==> src/rtl/fma_seq_pkg.sv <==
// Shared encodings for the BF16 FMA program sequencer: opcodes, FSM states,
// exception-flag bit positions and the registered operand bundle.
package fma_seq_pkg;

  typedef enum logic [1:0] {
    OP_NOP      = 2'b00,
    OP_FMA_DISP = 2'b01,
    OP_FMA_ACC  = 2'b10,
    OP_HALT     = 2'b11
  } op_t;

  typedef enum logic [1:0] {
    IDLE  = 2'd0,
    ISSUE = 2'd1,
    WAIT  = 2'd2,
    DONE  = 2'd3
  } state_t;

  localparam int NUM_FLAGS      = 7;
  localparam int FLAG_ZERO      = 6;
  localparam int FLAG_UNDERFLOW = 5;
  localparam int FLAG_OVERFLOW  = 4;
  localparam int FLAG_QNAN      = 3;
  localparam int FLAG_SNAN      = 2;
  localparam int FLAG_POS_INF   = 1;
  localparam int FLAG_NEG_INF   = 0;

  // Zero is a result property, not an exception, so it never sticks.
  localparam logic [NUM_FLAGS-1:0] STICKY_MASK = ~(NUM_FLAGS'(1) << FLAG_ZERO);

  typedef struct packed {
    logic [15:0] a;
    logic [15:0] b;
    logic [15:0] c;
  } fma_opnd_t;

endpackage

==> src/rtl/fma_acc_bank.sv <==
// N_ACC x 16-bit accumulator register file: one async read port, one
// synchronous write port, asynchronous active-high reset to zero.
module fma_acc_bank
  import fma_seq_pkg::*;
#(
  parameter  int N_ACC = 4,
  localparam int ACC_W = $clog2(N_ACC)
) (
  input  logic             clk_in,
  input  logic             rst,
  input  logic             we,
  input  logic [ACC_W-1:0] waddr,
  input  logic [15:0]      wdata,
  input  logic [ACC_W-1:0] raddr,
  output logic [15:0]      rdata
);

  logic [N_ACC-1:0][15:0] acc_q;

  always_ff @(posedge clk_in or posedge rst) begin
    if (rst) acc_q <= '0;
    else if (we) acc_q[waddr] <= wdata;
  end

  assign rdata = acc_q[raddr];

endmodule

==> src/rtl/fma_seq_ctrl.sv <==
// Program sequencer for the BF16 FMA datapath: fetch, issue, wait FMA_LAT,
// write back to an accumulator or the display register. Optional sticky
// exception flags are built when FMA_STICKY_FLAGS_EN is defined.
module fma_seq_ctrl
  import fma_seq_pkg::*;
#(
  parameter  int PROG_DEPTH = 16,
  parameter  int N_ACC      = 4,
  parameter  int FMA_LAT    = 1,
  localparam int ADDR_W     = $clog2(PROG_DEPTH),
  localparam int ACC_W      = $clog2(N_ACC),
  localparam int INSTR_W    = 51 + ACC_W
) (
  input  logic               clk_in,
  input  logic               rst,
  input  logic               start,
  output logic [ADDR_W-1:0]  pc_addr,
  input  logic [INSTR_W-1:0] instr,
  output logic [15:0]        fma_a,
  output logic [15:0]        fma_b,
  output logic [15:0]        fma_c,
  output logic               fma_valid,
  input  logic [15:0]        fma_result,
  input  logic [6:0]         fma_flags,
  output logic [15:0]        disp_val,
  output logic               busy,
  output logic               done,
  output logic [6:0]         sticky_flags
);

  localparam int LAT_W = (FMA_LAT > 1) ? $clog2(FMA_LAT) : 1;

  state_t state, state_nxt;

  op_t              dec_op;
  logic [ACC_W-1:0] dec_sel;
  logic             dec_cimm;
  logic [15:0]      dec_a, dec_b, dec_c;

  assign dec_op   = op_t'(instr[INSTR_W-1 -: 2]);
  assign dec_sel  = instr[49 +: ACC_W];
  assign dec_cimm = instr[48];
  assign dec_a    = instr[47:32];
  assign dec_b    = instr[31:16];
  assign dec_c    = instr[15:0];

  fma_opnd_t        opnd;
  logic [LAT_W-1:0] lat_cnt;
  logic             wb_acc;
  logic [ACC_W-1:0] wb_sel;
  logic [15:0]      acc_rdata;

  logic issue_fma, wb_en, pc_step, pc_clr;
  logic pc_last, lat_done;

  assign pc_last  = (pc_addr == ADDR_W'(PROG_DEPTH - 1));
  assign lat_done = (lat_cnt == LAT_W'(FMA_LAT - 1));

  always_ff @(posedge clk_in or posedge rst) begin
    if (rst) state <= IDLE;
    else     state <= state_nxt;
  end

  always_comb begin
    state_nxt = state;
    issue_fma = 1'b0;
    wb_en     = 1'b0;
    pc_step   = 1'b0;
    pc_clr    = 1'b0;
    case (state)
      IDLE, DONE: begin
        if (start) begin
          pc_clr    = 1'b1;
          state_nxt = ISSUE;
        end
      end
      ISSUE: begin
        case (dec_op)
          OP_NOP: begin
            pc_step = 1'b1;
            if (pc_last) state_nxt = DONE;
          end
          OP_HALT: state_nxt = DONE;
          default: begin
            issue_fma = 1'b1;
            state_nxt = WAIT;
          end
        endcase
      end
      WAIT: begin
        if (lat_done) begin
          wb_en     = 1'b1;
          pc_step   = 1'b1;
          state_nxt = pc_last ? DONE : ISSUE;
        end
      end
      default: state_nxt = IDLE;
    endcase
  end

  // Operands are captured once at issue and held for the whole WAIT window.
  always_ff @(posedge clk_in or posedge rst) begin
    if (rst) begin
      pc_addr   <= '0;
      lat_cnt   <= '0;
      fma_valid <= 1'b0;
      opnd      <= '0;
      wb_acc    <= 1'b0;
      wb_sel    <= '0;
      disp_val  <= '0;
    end else begin
      fma_valid <= issue_fma;
      if (pc_clr)       pc_addr <= '0;
      else if (pc_step) pc_addr <= pc_last ? '0 : pc_addr + ADDR_W'(1);
      if (issue_fma) begin
        opnd.a  <= dec_a;
        opnd.b  <= dec_b;
        opnd.c  <= dec_cimm ? dec_c : acc_rdata;
        wb_acc  <= (dec_op == OP_FMA_ACC);
        wb_sel  <= dec_sel;
        lat_cnt <= '0;
      end else if (state == WAIT) begin
        lat_cnt <= lat_cnt + LAT_W'(1);
      end
      if (wb_en && !wb_acc) disp_val <= fma_result;
    end
  end

  assign fma_a = opnd.a;
  assign fma_b = opnd.b;
  assign fma_c = opnd.c;
  assign busy  = (state == ISSUE) || (state == WAIT);
  assign done  = (state == DONE);

  fma_acc_bank #(.N_ACC(N_ACC)) u_acc (
    .clk_in (clk_in),
    .rst    (rst),
    .we     (wb_en && wb_acc),
    .waddr  (wb_sel),
    .wdata  (fma_result),
    .raddr  (dec_sel),
    .rdata  (acc_rdata)
  );

`ifdef FMA_STICKY_FLAGS_EN
  logic [NUM_FLAGS-1:0] sticky_q;

  always_ff @(posedge clk_in or posedge rst) begin
    if (rst)         sticky_q <= '0;
    else if (pc_clr) sticky_q <= '0;
    else if (wb_en)  sticky_q <= sticky_q | (fma_flags & STICKY_MASK);
  end

  assign sticky_flags = sticky_q;
`else
  logic flags_unused;
  assign flags_unused = ^fma_flags;
  assign sticky_flags = '0;
`endif

endmodule

==> config.mk <==
export PLATFORM = sky130hd
export DESIGN_NAME = fma_seq_ctrl
export DESIGN_NICKNAME = d
export VERILOG_FILES = /design/src/rtl/fma_seq_pkg.sv /design/src/rtl/fma_acc_bank.sv /design/src/rtl/fma_seq_ctrl.sv
export SDC_FILE = /design/constraint.sdc
export NUM_CORES = 1
export LEC_CHECK = 0
export BUFFER_PORTS_ARGS = -buffer_cell sky130_fd_sc_hd__buf_2
export CAP_MARGIN = 10
export CORE_ASPECT_RATIO = 2
export CORE_MARGIN = 2
export CORE_UTILIZATION = 30
export DETAILED_ROUTE_END_ITERATION = 7
export GPL_ROUTABILITY_DRIVEN = 0
export SLEW_MARGIN = 20
export SYNTH_ARGS = -nofsm -noshare
export SYNTH_HDL_FRONTEND = slang
export SYNTH_SLANG_ARGS = --single-unit
==> constraint.sdc <==
create_clock -name clk_in -period 6.1 [get_ports clk_in]
set_input_delay 1.22 -clock clk_in [delete_from_list [all_inputs] [get_ports clk_in]]
set_output_delay 1.22 -clock clk_in [all_outputs]
set_load 0.03 [all_outputs]
Word-level counts from Yosys, hierarchy flattened:

Cells that the tools add are included.

* add/subtract/negate cells: 2
* magnitude comparators: 3
* equal/unequal tests: 9
* mux-type cells: 25
* reduce and logical (&&, ||, !) cells: 12

Operators by type and width (count)
* bitwise mux 64 bit: 1
* 2-to-1 mux 16 bit: 3
* binary-select mux 16 bit (select 2 bit): 1
* demux 16 bit (select 2 bit): 1
* 2-to-1 mux 4 bit: 3
* 2-to-1 mux 1 bit: 9
* equality test 2 bit, second input constant: 4
* 2-to-1 mux 2 bit: 4
* < comparator 2 x 3 -> 1 bit, second input constant: 2
* case mux 2 bit (3 select lines): 1
* adder 4 x 1 -> 4 bit, second input constant: 1
* equality test 4 bit, second input constant: 1
* zero test 2 bit: 2
* != test 2 bit, second input constant: 2
* case mux 2 bit (2 select lines): 1
* nonzero test 2 bit: 2
* OR reduction 2 bit: 2
* logical AND 1 bit: 3
* != test 3 bit, second input constant: 1
* AND reduction 3 bit: 1
* equality test 2 x 1 -> 1 bit, second input constant: 1
* greater-or-equal comparator 2 x 1 -> 1 bit, second input constant: 1
* case mux 1 bit (2 select lines): 1
* adder 1 bit, second input constant: 1
* 2 further kinds: 2

* register bits after elaboration: 139
* input bits: 79
* output and inout bits: 78

Longest topological paths before layout:

Gate-level depths: netlist of the first run.

* word-level depth: 5
* depth in mapped cells: 7
* mapped depth without buffers: 5

By module:

A second synthesis of the first run with hierarchy kept.

* cells, all modules: 401
* area, all modules: 6120.9 um^2

By module, submodules not included
* fma_seq_ctrl: instances 1, cells an instance 244, area an instance 3323.2 um^2, seq. area each 1876.8 um^2
* fma_acc_bank: instances 1, cells an instance 157, area an instance 2797.7 um^2, seq. area each 1601.5 um^2

Worst setup path before layout of the first run:

Ideal clock, no wire load.

* path kind: input -> register
* start point: input port instr[49]
* end point: register opnd, in the netlist fma_c[8]
* data arrival time: 2.387 ns
* setup slack: 3.576 ns
* cell stages on the path: 5
* cell sequence: buf_4 > buf_2 > mux4_2 > mux2i_1 > a21oi_1

* longest elaborated chain between the ends: 3

RTL lines
* from (decl): RTL line fma_seq_ctrl.sv:18 `input logic [INSTR_W-1:0] instr,`
* binary-select mux 16 bit (select 2 bit): RTL line fma_acc_bank.sv:25 `assign rdata = acc_q[raddr];`
* 2-to-1 mux 16 bit (implied by the code): RTL line fma_acc_bank.sv:25
* 2-to-1 mux 16 bit: RTL line fma_seq_ctrl.sv:118 `opnd.c <= dec_cimm ? dec_c : acc_rdata;`
* to (decl): RTL line fma_seq_ctrl.sv:47 `fma_opnd_t opnd;`

Every way passes these cells. The select of a mux whose other input is x is not followed.
A chain may end at the register's enable or synchronous reset.

Final worst setup path of the first run:

* start point: register state[0]
* end point: output port busy

* longest elaborated chain between the ends: 2
* elaborated cells on any way between the ends: 3

RTL lines
* from (decl): RTL line fma_seq_ctrl.sv:33 `state_t state, state_nxt;`
* from (signal assigned): RTL line fma_seq_ctrl.sv:61 `else state <= state_nxt;`
* equality test 2 x 1 -> 1 bit or equality test 2 bit (tied branches): RTL line fma_seq_ctrl.sv:132 `assign busy = (state == ISSUE) || (state == WAIT);`
* logical OR 1 bit *: RTL line fma_seq_ctrl.sv:132
* to (decl): RTL line fma_seq_ctrl.sv:26 `output logic busy,`

Every way passes the cells marked *; elsewhere a longest branch is shown, timed or not.

==> results of run 1 <==
-- stage by stage --
step,total power [mW],hold slack (ps),area [sq um],cells
2_1_floorplan,2.74,474,6020,403
3_3_place_gp,3.12,481,6920,782
3_5_place_dp,3.20,490,6920,782
4_1_cts,4.23,504,7500,814
5_1_grt,4.40,512,7510,815
6_report,4.16,501,7510,815
-- final timing paths --
| check | startpoint | endpoint | cells after the start |
|---|---|---|---|
| min in group asynchronous | rst | fma_a[11]$_DFFE_PP0P_ | 2 |
| worst min register to register | fma_a[0]$_DFFE_PP0P_ | fma_a[0]$_DFFE_PP0P_ | 1 |
| worst max register to register | state[0]$_DFFE_PP0P_ | u_acc.acc_q[44]$_DFFE_PP0P_ | 5 |
| worst max-delay path | state[0]$_DFFE_PP0P_ | busy | 4 |
| max in group asynchronous | rst | fma_b[3]$_DFFE_PP0P_ | 3 |
| worst min-delay path | fma_a[0]$_DFFE_PP0P_ | fma_a[0]$_DFFE_PP0P_ | 1 |
-- state kept, by name, indices dropped and copies added, names as in the netlist --
register / cells
fma_a: 16
wb_sel: 2
wb_acc: 1
pc_addr: 4
state: 2
lat_cnt: 1
fma_valid: 1
fma_b: 16
fma_c: 16
disp_val: 16
u_acc.acc_q: 64
-- cell families (layout without fill, tap and decap cells) --
logic type	count (synthesis)	count (layout)	share of synthesized area (%)
mux	150	150	30.8
flops	139	139	58.0
simple gates	37	37	3.84
buf+inv	35	184	3.19
compound gates	27	27	2.57
fa+ha+maj	7	7	1.46
other cells	1	8	0.0625
xor+xnor	1	1	0.146
-- routing by layer --
layer,vias up,share of wire (%)
li1,1701,-
met1,1946,38
met2,106,55
met3,26,3.5
met4,0,3.7
met5,-,0
-- power breakdown --
group          total, mW  switching [mW]  internal [mW]
Sequential          1.59           0.232           1.36
Combinational       1.58           0.920          0.656
Clock              0.998           0.419          0.579
-- critical path: stages (launching register included) --
cell and delay, ps:
dfrtp_1 400, inv_1 90, ha_1 380, inv_1 170, buf_2 220
-- layout by cell type, fill, tap and decap left out, types with 2 or more instances in the layout --
| cell type | synthesis | layout |
|---|---|---|
| inv_6 | 0 | 5 |
| nor2_1 | 16 | 16 |
| ha_1 | 7 | 7 |
| inv_1 | 7 | 6 |
| clkbuf_16 | 0 | 17 |
| clkinvlp_4 | 0 | 5 |
| a21oi_1 | 18 | 18 |
| clkinv_4 | 0 | 2 |
| mux4_2 | 16 | 16 |
| conb_1 | 1 | 7 |
| mux2i_1 | 19 | 19 |
| buf_4 | 8 | 3 |
| mux2_2 | 115 | 115 |
| o211ai_1 | 2 | 2 |
| buf_2 | 10 | 142 |
| nand2_1 | 8 | 8 |
| dfrtp_1 | 139 | 139 |
| o22ai_1 | 2 | 2 |
-- cell type report --
class	instances	area share, %
diodes	1	0.0333
clock buffers	18	5.85
clock inverters	14	1.82
inverters	7	0.417
multi-input cells	229	31.4
flip-flops and latches	139	46.3
well taps	262	4.37
repair buffers	145	9.77
==> results.toml, run 1 <==
[synthesis]
postSynth.asyncResetShare_pct = 100
yosysMostFrequentCell = "dfrtp_1"
ys_seq_elements = 139
ys_warn_count = 0
synth_top_area_share_pct = 58.0
synthTopCellsByCount = "dfrtp_1 (139), mux2_2 (115), mux2i_1 (19)"
netlist_top_cells_area = "dfrtp_1 (58%), mux2_2 (22%), mux4_2 (6.0%)"
syn_avg_cell_area_sq_um = 15.1
synth-main-ff-cell = "dfrtp_1"
synth_cell_types = 36
synth_area_sq_um = 6000
synth-edff-count = 0
syn_inst = 397
synth_top_cell_by_area = "dfrtp_1"
synth-seq-area-share_pct = 58.0

[timing]
slew_headroom_pct = 35.1
slew_viol_final = 0
fin_setup_tns_ps = 0
finalSetupViolCount = 0
clock.fmax_ghz = 0.345
finalHoldViolCount = 0
rsz0062_at_grt = "false"
finClkSkew_ps = 8.85
fin_crit_ps = 2900
fin_crit_sh_pct = 47.5
final.setup.worst_slack_ps = 3200
worst_slew_pin_slew_ps = 974

[clock_tree]
h-tree-depth = 4
post_cts_buffers = 0
cts_made_buffers = 17
cts_root_buffer = "clkbuf_16"
clkLatencyLatePin_ps = 420
clock_path_buffers = 2
clock-sinks = 139
clk_pin_slew_ps = 60
cts_tree = "done"
hold_buffers = 0
post_cts_resized = 0

[grt]
grt_use_met3_pct = 2.61
gr-usage-met1_pct = 14.1
grtUsageMet2_pct = 23.8
overflow = 0
grt_pass1_wl_um = 21700
grt_start_max_net_pins = 79
busiest_layer = "met2"
antenna_found_initial = 1
grt_pass1_vias = 4111
grt_util_all_layers_pct = 13.2

[worst_setup_path]
start_kind = "flip-flop"
criticalPathCategory = "reg2out"
worstPathArrival_ps = 1680
crit_fanout = 6
r2r_slack_ps = 3620
cp-end-kind = "output port"
crit_required_ps = 4880

[die]
io_pins = 157
core_area_sq_um = 19700
start_util_pct = 30.4
dieArea_sq_um = 21200
die_h_um = 204
std_cell_rows = 73
die-width_um = 104

[routing]
drt-wirelength-per-cell_um = 16.8
wirelength_um = 13700
viasPerCell = 4.64
drt_iter0_markers = 138
drc = 0
via_count = 3779
firstDrtPassIters = 4
ant_nets = 0

[run]
maxCapViolations = 0

[layout]
fill_cells = 1942
utilization_pct = 38.1
multiInputGateArea_sq_um = 2360
seq_area_sq_um = 3480
syn_to_final_growth_pct = 25.1
layout.nets = 625
drive_above_1_share_pct = 57.2

[placement]
dp_hpwl_um = 9590
port_buffers = 142
dp_slack_ps = 2790

[pwr]
powerDensity_nw_per_um2 = 555
peakVddDrop_mv = 0.168
p_leak_nw = 3.51

[outcome]
outcome = "finished clean"

[min_path]
min_path_type = "reg2reg"
Power figures use the tool's default switching activity.
==> run 2: changes to the inputs <==
==> constraint.sdc (replaced) <==
create_clock -name clk_in -period 2.3 [get_ports clk_in]
set_input_delay 0.46 -clock clk_in [delete_from_list [all_inputs] [get_ports clk_in]]
set_output_delay 0.46 -clock clk_in [all_outputs]
set_load 0.03 [all_outputs]
==> results.toml, run 2 (synthesis results as in run 1) <==
[worst_setup_path]
regToRegStartpoint = "state[0]$_DFFE_PP0P_"
crit_required_ps = 1840
start_kind = "flip-flop"
r2r_slack_ps = 310
crit_cells = 4
r2r-end = "u_acc.acc_q[46]$_DFFE_PP0P_"
cp.buffers_inverters = 3
cp_slowest_cell = "dfrtp_1"
crit_fanout = 6
reg2reg_depth = 6
worst_path_dominant_cell_family = "buffers and inverters"
critPathMaxStageDelay_ps = 390
worstPathArrival_ps = 1650
path_cells = "inv_1 -> ha_1 -> inv_1 -> buf_2"
cp_common_cell = "inv_1"
cp-end-kind = "output port"
criticalPathCategory = "reg2out"

[clock_tree]
h-tree-depth = 4
clkLatencyLatePin_ps = 420
cts_tree = "done"
hold_buffers = 0
cts_root_buffer = "clkbuf_16"
clock_path_buffers = 2
post_cts_buffers = 0
clock-sinks = 139
clk_pin_slew_ps = 60
post_cts_resized = 0
cts_made_buffers = 17

[layout]
utilization_pct = 39.0
final_common_cell = "buf_2"
largest_reg_flops = 64
final_cell_area_sq_um = 7700
drive_above_1_share_pct = 58.0
fill_cells = 1923
syn_to_final_growth_pct = 28.3
layout.nets = 635
most-common-layout-cells = "buf_2 (142), dfrtp_1 (139), mux2_2 (115), mux2i_1 (19), a21oi_1 (18)"
top_register = "u_acc.acc_q"

[timing]
finalSetupViolCount = 0
whs_ps = 118
final.setup.worst_slack_ps = 190
slew_headroom_pct = 58.6
clock.fmax_ghz = 0.474
worst_slew_pin_slew_ps = 620
fin_crit_ps = 2110
fin_crit_sh_pct = 91.7
fin_setup_tns_ps = 0
rsz0062_at_grt = "false"
finClkSkew_ps = 7.82
finalHoldViolCount = 0
slew_viol_final = 0

[die]
core_area_sq_um = 19700
dieArea_sq_um = 21200
die-width_um = 104
die_h_um = 204
std_cell_rows = 73
start_util_pct = 30.4
io_pins = 157

[routing]
ant_nets = 0
via_count = 3789
drt_iter0_markers = 96
viasPerCell = 4.59
firstDrtPassIters = 6
drt-wirelength-per-cell_um = 17.0
drc = 0
wirelength_um = 14100

[pwr]
p_leak_nw = 3.60
peakVddDrop_mv = 0.512
powerDensity_nw_per_um2 = 1450

[min_path]
min_path_type = "in2async"

[run]
maxCapViolations = 0

[grt]
grt_pass1_vias = 4118
overflow = 0
grt_start_max_net_pins = 37
antenna_found_initial = 1
grt_pass1_wl_um = 22500
grt_util_all_layers_pct = 13.8

[placement]
port_buffers = 142
dp_hpwl_um = 10300
dp_slack_ps = 345
placed_area_sq_um = 7110

[outcome]
outcome = "finished clean"
run 2: where the power goes:
part / internal (mW) / leakage [nW] / total [mW] / switching (mW)
sequential: 3.60 / 1.70 / 4.22 / 0.627
clock: 1.57 / 0.279 / 2.69 / 1.12
combinational: 1.81 / 1.63 / 4.27 / 2.47
total: 6.97 / 3.60 / 11.2 / 4.21
run 2: how the worst max path moves through the flow:
stage	start	end
after floorplan	rst	disp_val[0]$_DFFE_PP0P_
after global placement	state[0]$_DFFE_PP0P_	u_acc.acc_q[45]$_DFFE_PP0P_
after detailed placement	state[0]$_DFFE_PP0P_	u_acc.acc_q[27]$_DFFE_PP0P_
after CTS	state[0]$_DFFE_PP0P_	busy
after global routing	state[0]$_DFFE_PP0P_	busy
final	state[0]$_DFFE_PP0P_	busy
run 2: worst register-to-register path, cell delays in order, from the launching register on:
cell     delay [ps]
dfrtp_1         410
inv_1           100
ha_1            280
and2b_4         260
and4b_1         270
buf_12          180
mux2_2          360
run 2: layout make-up:
cell class	count	area [sq um]	share of cell area (%)
timing repair buffer	155	921	12.0
tap	262	328	4.26
antenna	1	2.50	0.0325
multi-input combinational	229	2350	30.6
inverter	7	30.0	0.390
clock inverter	13	134	1.74
clock buffer	19	453	5.88
sequential	139	3480	45.2
run 2: per-stage QoR:
stage / power (mW) / instances
global placement: 8.37 / 792
finish: 11.2 / 825
global route: 11.8 / 825
CTS: 11.3 / 824
detailed placement: 8.60 / 792
floorplan: 7.28 / 403
run 2: routing by layer:
layer	vias to the layer above	GRT usage, %	share of wire [%]
met5	-	0	0
li1	1720	-	-
met1	1954	14.8	39
met4	0	7.09	2.7
met2	95	26.0	56
met3	20	2.17	2.7
